`src/rtl/mips_pkg.sv`:
```
// Shared types and constants for the MIPS front end: fetch FSM states,
// the reset NOP and the instruction field positions used by decode.
package mips_pkg;

    typedef enum logic [1:0] {
        StIdle,
        StFetch,
        StHold,
        StDrain
    } fetch_state_t;

    // sll $0,$0,0
    localparam logic [31:0] NOP_INSTR = 32'h0000_0000;

    localparam int unsigned RS_LSB  = 21;
    localparam int unsigned RT_LSB  = 16;
    localparam int unsigned IMM_LSB = 0;
    localparam int unsigned IMM_W   = 16;

endpackage

```
`src/rtl/if_id_reg.sv`:
```
// IF/ID pipeline register: holds instr/pc4/valid and slices the rs/rt/imm
// fields for decode. Flush beats load; with neither asserted it holds.
module if_id_reg
    import mips_pkg::*;
#(
    parameter int unsigned WIDTH = 32,
    parameter int unsigned DEPTH = 5
) (
    input  logic             i_clk,
    input  logic             i_rst,
    input  logic             i_load,
    input  logic             i_flush,
    input  logic [WIDTH-1:0] i_instr,
    input  logic [WIDTH-1:0] i_pc4,
    output logic             o_valid,
    output logic [WIDTH-1:0] o_instr,
    output logic [WIDTH-1:0] o_pc4,
    output logic [DEPTH-1:0] o_rs,
    output logic [DEPTH-1:0] o_rt,
    output logic [15:0]      o_imm
);

    logic             r_valid;
    logic [WIDTH-1:0] r_instr;
    logic [WIDTH-1:0] r_pc4;

    always_ff @(posedge i_clk or posedge i_rst) begin
        if (i_rst) begin
            r_valid <= 1'b0;
            r_instr <= WIDTH'(NOP_INSTR);
            r_pc4   <= '0;
        end else if (i_flush) begin
            r_valid <= 1'b0;
        end else if (i_load) begin
            r_valid <= 1'b1;
            r_instr <= i_instr;
            r_pc4   <= i_pc4;
        end
    end

    assign o_valid = r_valid;
    assign o_instr = r_instr;
    assign o_pc4   = r_pc4;
    assign o_rs    = r_instr[RS_LSB +: DEPTH];
    assign o_rt    = r_instr[RT_LSB +: DEPTH];
    assign o_imm   = r_instr[IMM_LSB +: IMM_W];

endmodule

```
`src/rtl/fetch_stage.sv`:
```
// Instruction fetch stage: PC, imem req/ready handshake, stall and redirect.
// Define FETCH_PERF_EN to add the fetch_count performance counter output.
module fetch_stage
    import mips_pkg::*;
#(
    parameter int unsigned      WIDTH    = 32,
    parameter int unsigned      DEPTH    = 5,
    parameter logic [WIDTH-1:0] RESET_PC = '0
) (
    input  logic             clk,
    input  logic             rst,
    input  logic             stall,
    input  logic             branch_taken,
    input  logic [WIDTH-1:0] branch_target,
    output logic             imem_req,
    output logic [WIDTH-1:0] imem_addr,
    input  logic             imem_ready,
    input  logic [WIDTH-1:0] imem_rdata,
    output logic             id_valid,
    output logic [WIDTH-1:0] id_instr,
    output logic [WIDTH-1:0] id_pc4,
    output logic [DEPTH-1:0] id_rs,
    output logic [DEPTH-1:0] id_rt,
    output logic [15:0]      id_imm
`ifdef FETCH_PERF_EN
    ,
    output logic [31:0]      fetch_count
`endif
);

    fetch_state_t     r_state, w_state_next;
    logic [WIDTH-1:0] r_pc, w_pc_next;
    logic [WIDTH-1:0] r_pending, w_pending_next;
    logic [WIDTH-1:0] r_drain_addr, w_drain_addr_next;
    logic [WIDTH-1:0] w_target;
    logic [WIDTH-1:0] w_pc_plus4;
    logic [WIDTH-1:0] w_load_instr;
    logic             w_load;
    logic             w_flush;

    assign w_target   = branch_target & ~WIDTH'(3);
    assign w_pc_plus4 = r_pc + WIDTH'(4);

    always_ff @(posedge clk or posedge rst) begin
        if (rst) begin
            r_state      <= StIdle;
            r_pc         <= RESET_PC;
            r_pending    <= WIDTH'(NOP_INSTR);
            r_drain_addr <= '0;
        end else begin
            r_state      <= w_state_next;
            r_pc         <= w_pc_next;
            r_pending    <= w_pending_next;
            r_drain_addr <= w_drain_addr_next;
        end
    end

    always_comb begin
        w_state_next      = r_state;
        w_pc_next         = r_pc;
        w_pending_next    = r_pending;
        w_drain_addr_next = r_drain_addr;
        w_load            = 1'b0;
        w_flush           = 1'b0;
        w_load_instr      = imem_rdata;
        unique case (r_state)
            StIdle: begin
                if (branch_taken) w_pc_next = w_target;
                w_state_next = StFetch;
            end
            StFetch: begin
                if (branch_taken) begin
                    w_flush   = 1'b1;
                    w_pc_next = w_target;
                    // Request is still outstanding: wait it out at the old address.
                    if (!imem_ready) begin
                        w_state_next      = StDrain;
                        w_drain_addr_next = r_pc;
                    end
                end else if (imem_ready) begin
                    if (stall) begin
                        w_pending_next = imem_rdata;
                        w_state_next   = StHold;
                    end else begin
                        w_load    = 1'b1;
                        w_pc_next = w_pc_plus4;
                    end
                end
            end
            StHold: begin
                if (branch_taken) begin
                    w_flush      = 1'b1;
                    w_pc_next    = w_target;
                    w_state_next = StFetch;
                end else if (!stall) begin
                    w_load       = 1'b1;
                    w_load_instr = r_pending;
                    w_pc_next    = w_pc_plus4;
                    w_state_next = StFetch;
                end
            end
            StDrain: begin
                if (branch_taken) w_pc_next = w_target;
                if (imem_ready) w_state_next = StFetch;
            end
            default: w_state_next = StIdle;
        endcase
    end

    assign imem_req  = (r_state == StFetch) || (r_state == StDrain);
    assign imem_addr = (r_state == StDrain) ? r_drain_addr : r_pc;

    if_id_reg #(
        .WIDTH (WIDTH),
        .DEPTH (DEPTH)
    ) u_if_id (
        .i_clk   (clk),
        .i_rst   (rst),
        .i_load  (w_load),
        .i_flush (w_flush),
        .i_instr (w_load_instr),
        .i_pc4   (w_pc_plus4),
        .o_valid (id_valid),
        .o_instr (id_instr),
        .o_pc4   (id_pc4),
        .o_rs    (id_rs),
        .o_rt    (id_rt),
        .o_imm   (id_imm)
    );

`ifdef FETCH_PERF_EN
    logic [31:0] r_fetch_count;

    always_ff @(posedge clk or posedge rst) begin
        if (rst) begin
            r_fetch_count <= '0;
        end else if (w_load) begin
            r_fetch_count <= r_fetch_count + 32'd1;
        end
    end

    assign fetch_count = r_fetch_count;
`endif

endmodule

```
`config.mk`:
```
export PLATFORM = sky130hd
export DESIGN_NAME = fetch_stage
export DESIGN_NICKNAME = d
export VERILOG_FILES = /design/src/rtl/mips_pkg.sv /design/src/rtl/if_id_reg.sv /design/src/rtl/fetch_stage.sv
export SDC_FILE = /design/constraint.sdc
export NUM_CORES = 1
export LEC_CHECK = 0
export BUFFER_PORTS_ARGS = -buffer_cell sky130_fd_sc_hd__buf_4
export CAP_MARGIN = 25
export CORE_UTILIZATION = 54
export CTS_CLUSTER_SIZE = 25
export DETAILED_ROUTE_END_ITERATION = 12
export GPL_TIMING_DRIVEN = 1
export MAX_ROUTING_LAYER = met4
export PLACE_DENSITY = 0.82
export SYNTH_ARGS = -nofsm -noshare
export SYNTH_HDL_FRONTEND = slang
export SYNTH_SLANG_ARGS = --single-unit
```
`constraint.sdc`:
```
create_clock -name clk -period 5.75 [get_ports clk]
set_input_delay 1.15 -clock clk [delete_from_list [all_inputs] [get_ports clk]]
set_output_delay 1.15 -clock clk [all_outputs]
set_load 0.05 [all_outputs]
```
==> run_results.csv, run 1 <==
group,metric,value,unit
outcome,status,"finished clean",
clocking,post_cts_resized,0,
clocking,cts_setup_buffers,0,
yosys,ys_top_cells_by_area,"dfrtp_1 (50%), mux2_2 (12%), o21ai_0 (5.3%)",
hold_path,hold_depth,2,
global_route,antenna_found_initial,0,
critical_path,start_kind,"flop",
yosys,dominantRegCellSynth,"dfrtp_1",
detailed_routing,ant_nets,0,
timing,finalHoldViolations,0,
timing,fin_crit_sh,55.9,%
global_route,grt_pass1_wl,29700,um
cells_and_area,layout-drive-gt1-share,36.7,%
yosys,synth_area_leader_cell,"dfrtp_1",
clocking,cts_buffers,17,
timing,tightest_slew,1.09,ns
timing,timing.hold.ws,0.478,ns
floorplanning,rows,43,
place,dpl.hpwl,12600,um
floorplanning,dieWidth,122,um
critical_path,reg2regPathDepth,6,
detailed_routing,firstDrtPassIters,5,
floorplanning,dieArea,0.0150,mm^2
critical_path,critPathSlowestCell,"buf_4",
place,gp_congestion,0.864,
global_route,grt-ovfl-total,0,
hold_path,hold_path_class,"reg -> reg",
critical_path,worst-setup-path-type,"reg -> out",
clocking,tritoncts,"done",
yosys,synth_edf_count,0,
critical_path,cp_slowest_stage_delay,0.45,ns
floorplanning,ios,193,
timing,slew_viol_final,0,
yosys,ys_ff_latch,157,
clocking,clock-sinks,157,
yosys,ys_seq_area_share,50.1,%
yosys,ys.warnings.count,0,
critical_path,crit_required,4.60,ns
floorplanning,dieHeight,122,um
critical_path,r2r_slack,3.16,ns
critical_path,endpoint_kind,"output pin",
place,port_buffers,186,
detailed_routing,vias,6036,
yosys,async_reset_ff_share,100,%
critical_path,cp-startpoint,"r_state[0]",
clocking,cts_htree_levels,4,
floorplanning,initial_utilization,55.8,%
global_route,grt_pass1_vias,5809,
detailed_routing,drt_iter0_drc,410,
critical_path,critPathArrivalTime,2.06,ns
critical_path,cp_common_cell,"buf_4",
timing,rsz0062_at_grt,"no",
timing,clock.fmax,311,MHz
critical_path,crit_path_cell_trace,"ha_1 > buf_4 > mux2_2 > buf_4",
clocking,cts_hold_buffers,0,
critical_path,crit_fanout,37,
timing,tns,0,ns
hold_path,hp-start,"u_if_id.o_pc4[2]",
global_route,grt_max_degree,87,
yosys,syn_inst,744,
yosys,syn_area_per_cell,10.5,um^2
detailed_routing,totalWireLength,18900,um
timing,relSlewSlack,27.4,%
cells_and_area,final_nets,947,
cells_and_area,diodes,0,
detailed_routing,viasPerCell,5.66,
critical_path,rr_endpoint,"r_pc[28]",
yosys,netlist.area_leader.share,50.1,%
flow_run,drv_cap,0,
hold_path,hold_end,"u_if_id.o_pc4[2]",
detailed_routing,wl_per_cell,17.7,um
cells_and_area,area_growth,23.9,%
detailed_routing,drc_errors,0,
floorplanning,design.core.area,0.0140,mm^2
timing,skew,0.00693,ns
yosys,syn_area,0.00784,mm^2
clocking,clock_path_buffers,2,
clocking,cts-root-buf,"clkbuf_16",
clocking,clk_pin_slew,0.06,ns
yosys,synth.distinct_cells,54,
clocking,clk-insertion-delay-late,0.43,ns
timing,setup_viol,0,
critical_path,timing.rr.start,"r_pc[2]",
global_route,grt_usage,27.0,%
timing,finalCriticalPeriod,3.21,ns
## cell usage in the layout (no fill, tap or decap), drive strengths merged, types with 12 or more instances in the layout
cell and instances:
buf 194, mux2i 33, o21ai 84, mux2 85
clkbuf 20, nor2 19, o22ai 13, xor2 17
dfrtp 157, a21oi 24, xnor2 12, nand2 100
nand3 18
## cells in the mapped netlist, types with 3 or more instances
master / instances
o22a_1: 3
a2bb2oi_1: 10
mux2_2: 85
a21oi_1: 24
a22oi_1: 3
nand4_1: 9
a31oi_1: 5
clkbuf_1: 42
dfrtp_1: 157
nand2_1: 100
nand3_1: 16
o21ai_0: 83
ha_1: 4
inv_1: 11
nor3_1: 5
or2_2: 3
mux2i_1: 33
xor2_1: 17
and3_1: 4
xnor2_1: 12
o22ai_1: 13
nor4_1: 5
clkbuf_8: 3
buf_1: 4
buf_4: 34
or4_1: 3
nor2_1: 19
## final cells by class
type | instances | area (um^2)
fill | 1052 | 4330
inverter | 12 | 50.0
tap | 180 | 225
multi-input combinational | 492 | 3390
sequential | 157 | 3930
clock buffer | 20 | 447
timing repair buffer | 194 | 1480
clock inverter | 11 | 191
## worst max-delay path, delay by kind of cell (launching register included)
family | cells | cell delay [ns]
adders and majority gates | 1 | 0.17
buffers and inverters | 2 | 0.65
DFF | 1 | 0.38
muxes | 1 | 0.44
## flip-flops by register name, indices dropped and copies added (netlist names)
signal / cells
r_pending: 32
u_if_id.o_instr: 32
r_drain_addr: 30
r_pc: 30
u_if_id.o_pc4: 30
r_state: 2
u_if_id.o_valid: 1
## cells by family after synthesis
logic type               Yosys count  synth area share (%)
buffers and inverters             98                  6.91
flip-flops                       157                  50.1
AND/OR/NAND/NOR                  179                  10.8
XOR/XNOR                          29                  3.24
other                              1                0.0479
AO/OA/AOI/OAI                    158                  11.8
adder cells (fa/ha/maj)            4                 0.639
multiplexers                     118                  16.4
## metal layers
metal / wire length, um / vias to the layer above / GRT usage, % / part of all wire [%]
li1: - / 2832 / - / -
met1: 8170 / 2960 / 33.7 / 43
met2: 9120 / 208 / 42.9 / 48
met3: 1140 / 36 / 5.86 / 6.0
met4: 442 / 0 / 10.4 / 2.3
met5: 0 / - / - / 0
## worst max-delay path by stage
stage	end	slack, ns	cells past startpoint
global route	imem_addr[31]	2.45	4
floorplan	r_drain_addr[10]	0.37	1
detailed placement	r_pc[21]	2.70	6
CTS	imem_addr[31]	2.52	4
global placement	r_pc[21]	2.74	6
finish	imem_addr[31]	2.54	4
## stage by stage
step | setup WS, ns | cell area (um^2) | instances | utilization [%]
2_1_floorplan | 0.365 | 7850 | 747 | -
3_3_place_gp | 2.74 | 9050 | 1034 | 64.4
3_5_place_dp | 2.70 | 9070 | 1035 | 64.6
4_1_cts | 2.52 | 9710 | 1066 | 69.2
5_1_grt | 2.45 | 9710 | 1066 | 69.2
6_report | 2.54 | 9710 | 1066 | 69.2
Power of run 1 is not shown: default switching activity piles up to over one toggle a cycle in this logic, so the estimate is an artifact.
==> run 2, diff against run 1 <==
clock period = 2.96 ns   (was 5.75 ns; I/O delays follow)
==> run_results.csv, run 2 (same netlist as run 1, synthesis figures left out) <==
group,metric,value,unit
outcome,status,"finished clean",
cells_and_area,area_growth,24.3,%
place,dpl.hpwl,12500,um
timing,tightest_slew,0.955,ns
cells_and_area,stdcell_count,1077,
critical_path,critPathArrivalTime,2.18,ns
critical_path,endpoint_kind,"output pin",
detailed_routing,firstDrtPassIters,5,
clocking,cts_hold_buffers,0,
clocking,tritoncts,"done",
floorplanning,dieWidth,122,um
timing,finalCriticalPeriod,2.78,ns
clocking,post_cts_resized,0,
cells_and_area,final_nets,958,
critical_path,start_kind,"flop",
critical_path,crit_path_cell_trace,"ha_1 > buf_4 > mux2_2 > buf_4",
detailed_routing,drc_errors,0,
timing,slew_viol_final,0,
clocking,cts_buffers,17,
cells_and_area,layout-drive-gt1-share,37.5,%
cells_and_area,layout_commonest_cell,"buf_4",
global_route,grt_pass1_wl,29000,um
timing,relSlewSlack,36.4,%
cells_and_area,layout_common_cells,"buf_4 (202), dfrtp_1 (157), nand2_1 (100)",
global_route,grt_usage,26.0,%
clocking,cts-root-buf,"clkbuf_16",
floorplanning,rows,43,
critical_path,cp-startpoint,"r_state[0]",
critical_path,critPathSlowestCell,"ha_1",
critical_path,cp_common_cell,"buf_4",
cells_and_area,n_fill_cell,1085,
detailed_routing,wl_per_cell,16.8,um
detailed_routing,totalWireLength,18100,um
flow_run,drv_cap,0,
clocking,clock-sinks,157,
detailed_routing,vias,6010,
timing,clock.fmax,360,MHz
place,dp_cells,1046,
hold_path,hold_path_class,"in -> reg",
floorplanning,dieHeight,122,um
critical_path,crit_required,2.37,ns
floorplanning,ios,193,
critical_path,cp_slowest_stage_delay,0.49,ns
clocking,clk_pin_slew,0.06,ns
clocking,cts_setup_buffers,0,
critical_path,timing.rr.start,"r_pc[4]",
global_route,grt-ovfl-total,0,
critical_path,worst-setup-path-type,"reg -> out",
place,gp_congestion,0.834,
timing,setup_viol,0,
floorplanning,design.core.area,0.0140,mm^2
critical_path,crit_fanout,14,
global_route,grt_pass1_vias,5682,
floorplanning,dieArea,0.0150,mm^2
detailed_routing,viasPerCell,5.58,
clocking,clock_path_buffers,2,
timing,rsz0062_at_grt,"no",
clocking,clk-insertion-delay-late,0.43,ns
detailed_routing,ant_nets,0,
timing,skew,0.0104,ns
critical_path,r2r_slack,0.48,ns
detailed_routing,drt_iter0_drc,414,
hold_path,hp-start,"branch_target[29]",
global_route,antenna_found_initial,0,
floorplanning,initial_utilization,55.8,%
timing,fin_crit_sh,93.8,%
place,port_buffers,186,
global_route,grt_max_degree,158,
timing,finalHoldViolations,0,
cells_and_area,diodes,0,
timing,tns,0,ns
clocking,cts_htree_levels,4,
## run 2: cell count changes in the layout (fill, tap and decap cells not counted)
cell / previous run / this run
clkinvlp_4: 3 / 4
clkinv_4: 1 / 2
clkinv_2: 2 / 4
bufinv_16: 5 / 2
buf_12: 0 / 3
buf_16: 1 / 0
buf_4: 193 / 202
inv_6: 1 / 0
## run 2: critical path, delay by kind of cell, from the launching register on
family     cells  cell delay (ns)
flops          1             0.38
mux            1             0.37
buf+inv        2             0.51
fa+ha+maj      1             0.49
## run 2: layout make-up
class	count	area, um^2	share of cell area, %
sequential	157	3930	40.3
clock inverter	11	120	1.23
inverter	12	48.8	0.501
tap	180	225	2.31
timing repair buffer	205	1580	16.2
clock buffer	20	447	4.59
multi-input combinational	492	3390	34.8
## run 2: worst paths after layout
kind                                          to  depth (start not counted)
min in group asynchronous       u_if_id.o_pc4[9]                          3
worst max register to register          r_pc[29]                          5
worst min-delay path                    r_pc[29]                          3
max in group asynchronous           r_pending[2]                          3
worst min register to register  r_drain_addr[17]                          2
worst max-delay path                imem_addr[9]                          4
## run 2: per-stage QoR
stage	util [%]	cell area, um^2	hold slack [ns]	setup slack (ns)
3_3_place_gp	65.3	9170	0.461	0.577
4_1_cts	69.4	9740	0.364	0.157
3_5_place_dp	65.3	9170	0.470	0.539
2_1_floorplan	-	7850	0.450	0.275
5_1_grt	69.4	9740	0.369	0.0817
6_report	69.4	9740	0.374	0.183
## run 2: routing by layer
metal  vias up  part of all wire, %  routed length [um]  track usage, %
met2       213                   48                8740            40.5
met1      2901                   44                7950            34.4
met4         0                  1.9                 336            9.22
met3        25                  6.1                1110            4.28
met5         -                    0                   0               -
li1       2871                    -                   -               -
Power of run 2 is left out for the same reason.
==> run 3, diff against run 2 <==
--- a/config.mk
+++ b/config.mk
@@ -7,3 +7,3 @@
 export LEC_CHECK = 0
-export BUFFER_PORTS_ARGS = -buffer_cell sky130_fd_sc_hd__buf_4
+export BUFFER_PORTS_ARGS = -buffer_cell sky130_fd_sc_hd__buf_2
 export CAP_MARGIN = 25
@@ -15,2 +15,3 @@
 export PLACE_DENSITY = 0.82
+export SKIP_CTS_REPAIR_TIMING = 1
 export SYNTH_ARGS = -nofsm -noshare
==> constraint.sdc (replaced) <==
create_clock -name clk -period 2.96 [get_ports clk]
set_input_delay 0.296 -clock clk [delete_from_list [all_inputs] [get_ports clk]]
set_output_delay 0.296 -clock clk [all_outputs]
set_load 0.05 [all_outputs]
==> run_results.csv, run 3 (same netlist as run 1, synthesis figures left out) <==
group,metric,value,unit
clocking,clock-sinks,157,
critical_path,crit_path_cell_trace,"ha_1 > nand3_1 > or4_4 > nor4_1 > nand2_1 > a31o_2",
critical_path,worst-setup-path-type,"reg -> reg",
global_route,antenna_found_initial,1,
outcome,status,"finished clean",
hold_path,hold_path_class,"in -> reg",
cells_and_area,layout-drive-gt1-share,37.6,%
floorplanning,dieArea,0.0150,mm^2
critical_path,reg2regPathDepth,6,
global_route,grt_max_degree,63,
global_route,grt_usage,25.6,%
critical_path,cp_slowest_stage_delay,0.56,ns
place,pre_cts_ws,0.451,ns
critical_path,crit_buf_inv,0,
cells_and_area,layout_commonest_cell,"buf_2",
clocking,cts-root-buf,"clkbuf_16",
place,gp_congestion,0.852,
floorplanning,initial_utilization,55.8,%
timing,slew_viol_final,0,
floorplanning,dieWidth,122,um
timing,skew,0.00903,ns
floorplanning,rows,43,
critical_path,r2r_slack,0.44,ns
global_route,grt_pass1_wl,28300,um
clocking,clock_path_buffers,2,
detailed_routing,viasPerCell,5.62,
global_route,grt-ovfl-total,0,
timing,clock.fmax,397,MHz
floorplanning,dieHeight,122,um
critical_path,rr_endpoint,"r_pc[28]",
clocking,clk-insertion-delay-late,0.42,ns
detailed_routing,vias,6063,
critical_path,setup.worst_path.end,"r_pc[28]",
timing,fin_crit_sh,85.1,%
timing,setup_viol,0,
clocking,clk_pin_slew,0.06,ns
critical_path,critPathSlowestCell,"nor4_1",
critical_path,crit_required,3.28,ns
detailed_routing,drt_iter0_drc,354,
flow_run,drv_cap,0,
critical_path,cp-startpoint,"r_pc[2]",
clocking,cts_htree_levels,4,
cells_and_area,area_growth,18.9,%
place,dpl.hpwl,12100,um
critical_path,critPathArrivalTime,2.83,ns
critical_path,start_kind,"flop",
floorplanning,design.core.area,0.0140,mm^2
timing,finalHoldViolations,0,
cells_and_area,layout_common_cells,"buf_2 (186), dfrtp_1 (157), nand2_1 (100)",
timing,relSlewSlack,46.7,%
cells_and_area,final_nets,957,
detailed_routing,ant_nets,0,
clocking,tritoncts,"done",
critical_path,crit_fanout,7,
critical_path,crit_family,"simple AND/OR/NAND/NOR gates",
timing,finalCriticalPeriod,2.52,ns
floorplanning,ios,193,
critical_path,timing.rr.start,"r_pc[2]",
timing,tightest_slew,0.800,ns
global_route,grt_pass1_vias,5571,
timing,worst_slack,0.442,ns
clocking,cts_buffers,17,
detailed_routing,drc_errors,0,
timing,rsz0062_at_grt,"no",
detailed_routing,wl_per_cell,16.6,um
critical_path,worstSetupPathDepth,6,
detailed_routing,totalWireLength,17900,um
place,port_buffers,186,
critical_path,endpoint_kind,"flop",
timing,tns,0,ns
detailed_routing,firstDrtPassIters,5,
==> run 3: cell count changes in the layout (fill, tap and decap cells not counted), sizes merged <==
cell | previous run | this run
inv | 10 | 15
buf | 205 | 203
clkinv | 7 | 5
bufinv | 2 | 3
clkbuf | 20 | 17
dlygate4sd3 | 0 | 1
diode | 0 | 1
==> run 3: layout make-up <==
cell class	instances	area, um^2
Fill cell	1079	4730
Sequential cell	157	3930
Multi-Input combinational cell	492	3390
Timing Repair Buffer	204	1110
Clock buffer	17	425
Tap cell	180	225
Clock inverter	15	186
Inverter	12	48.8
Antenna cell	1	2.50
==> run 3: worst reg2reg max path, cell delays in order, from the launching register on <==
cell and delay, ns:
dfrtp_1 0.47, ha_1 0.29, nand3_1 0.22, or4_4 0.49
nor4_1 0.56, nand2_1 0.12, a31o_2 0.27
==> run 3: worst min-delay path by stage <==
stage	startpoint	to	slack, ns	cells after the start
floorplan	branch_target[26]	r_pc[26]	0.42	2
global placement	rst	u_if_id.o_pc4[4]	0.32	2
detailed placement	rst	u_if_id.o_pc4[9]	0.32	2
CTS	rst	u_if_id.o_pc4[9]	-0.13	2
global route	branch_target[29]	r_pc[29]	0.07	3
finish	branch_target[29]	r_pc[29]	0.08	3
==> run 3: metal layers <==
metal	global-route usage [%]	part of all wire, %
met1	33.1	44
met4	8.84	1.3
met5	-	0
met3	5.62	6.1
met2	40.0	48
==> run 3: metrics by stage <==
step	utilization, %	instance area (um^2)	hold WS (ns)	cells
floorplan	-	7850	0.416	747
global placement	61.9	8690	0.319	1044
detailed placement	61.9	8690	0.317	1044
CTS	66.3	9300	-0.134	1076
global route	66.3	9320	0.0710	1078
finish	66.3	9320	0.0766	1078
Power of run 3 is left out for the same reason.
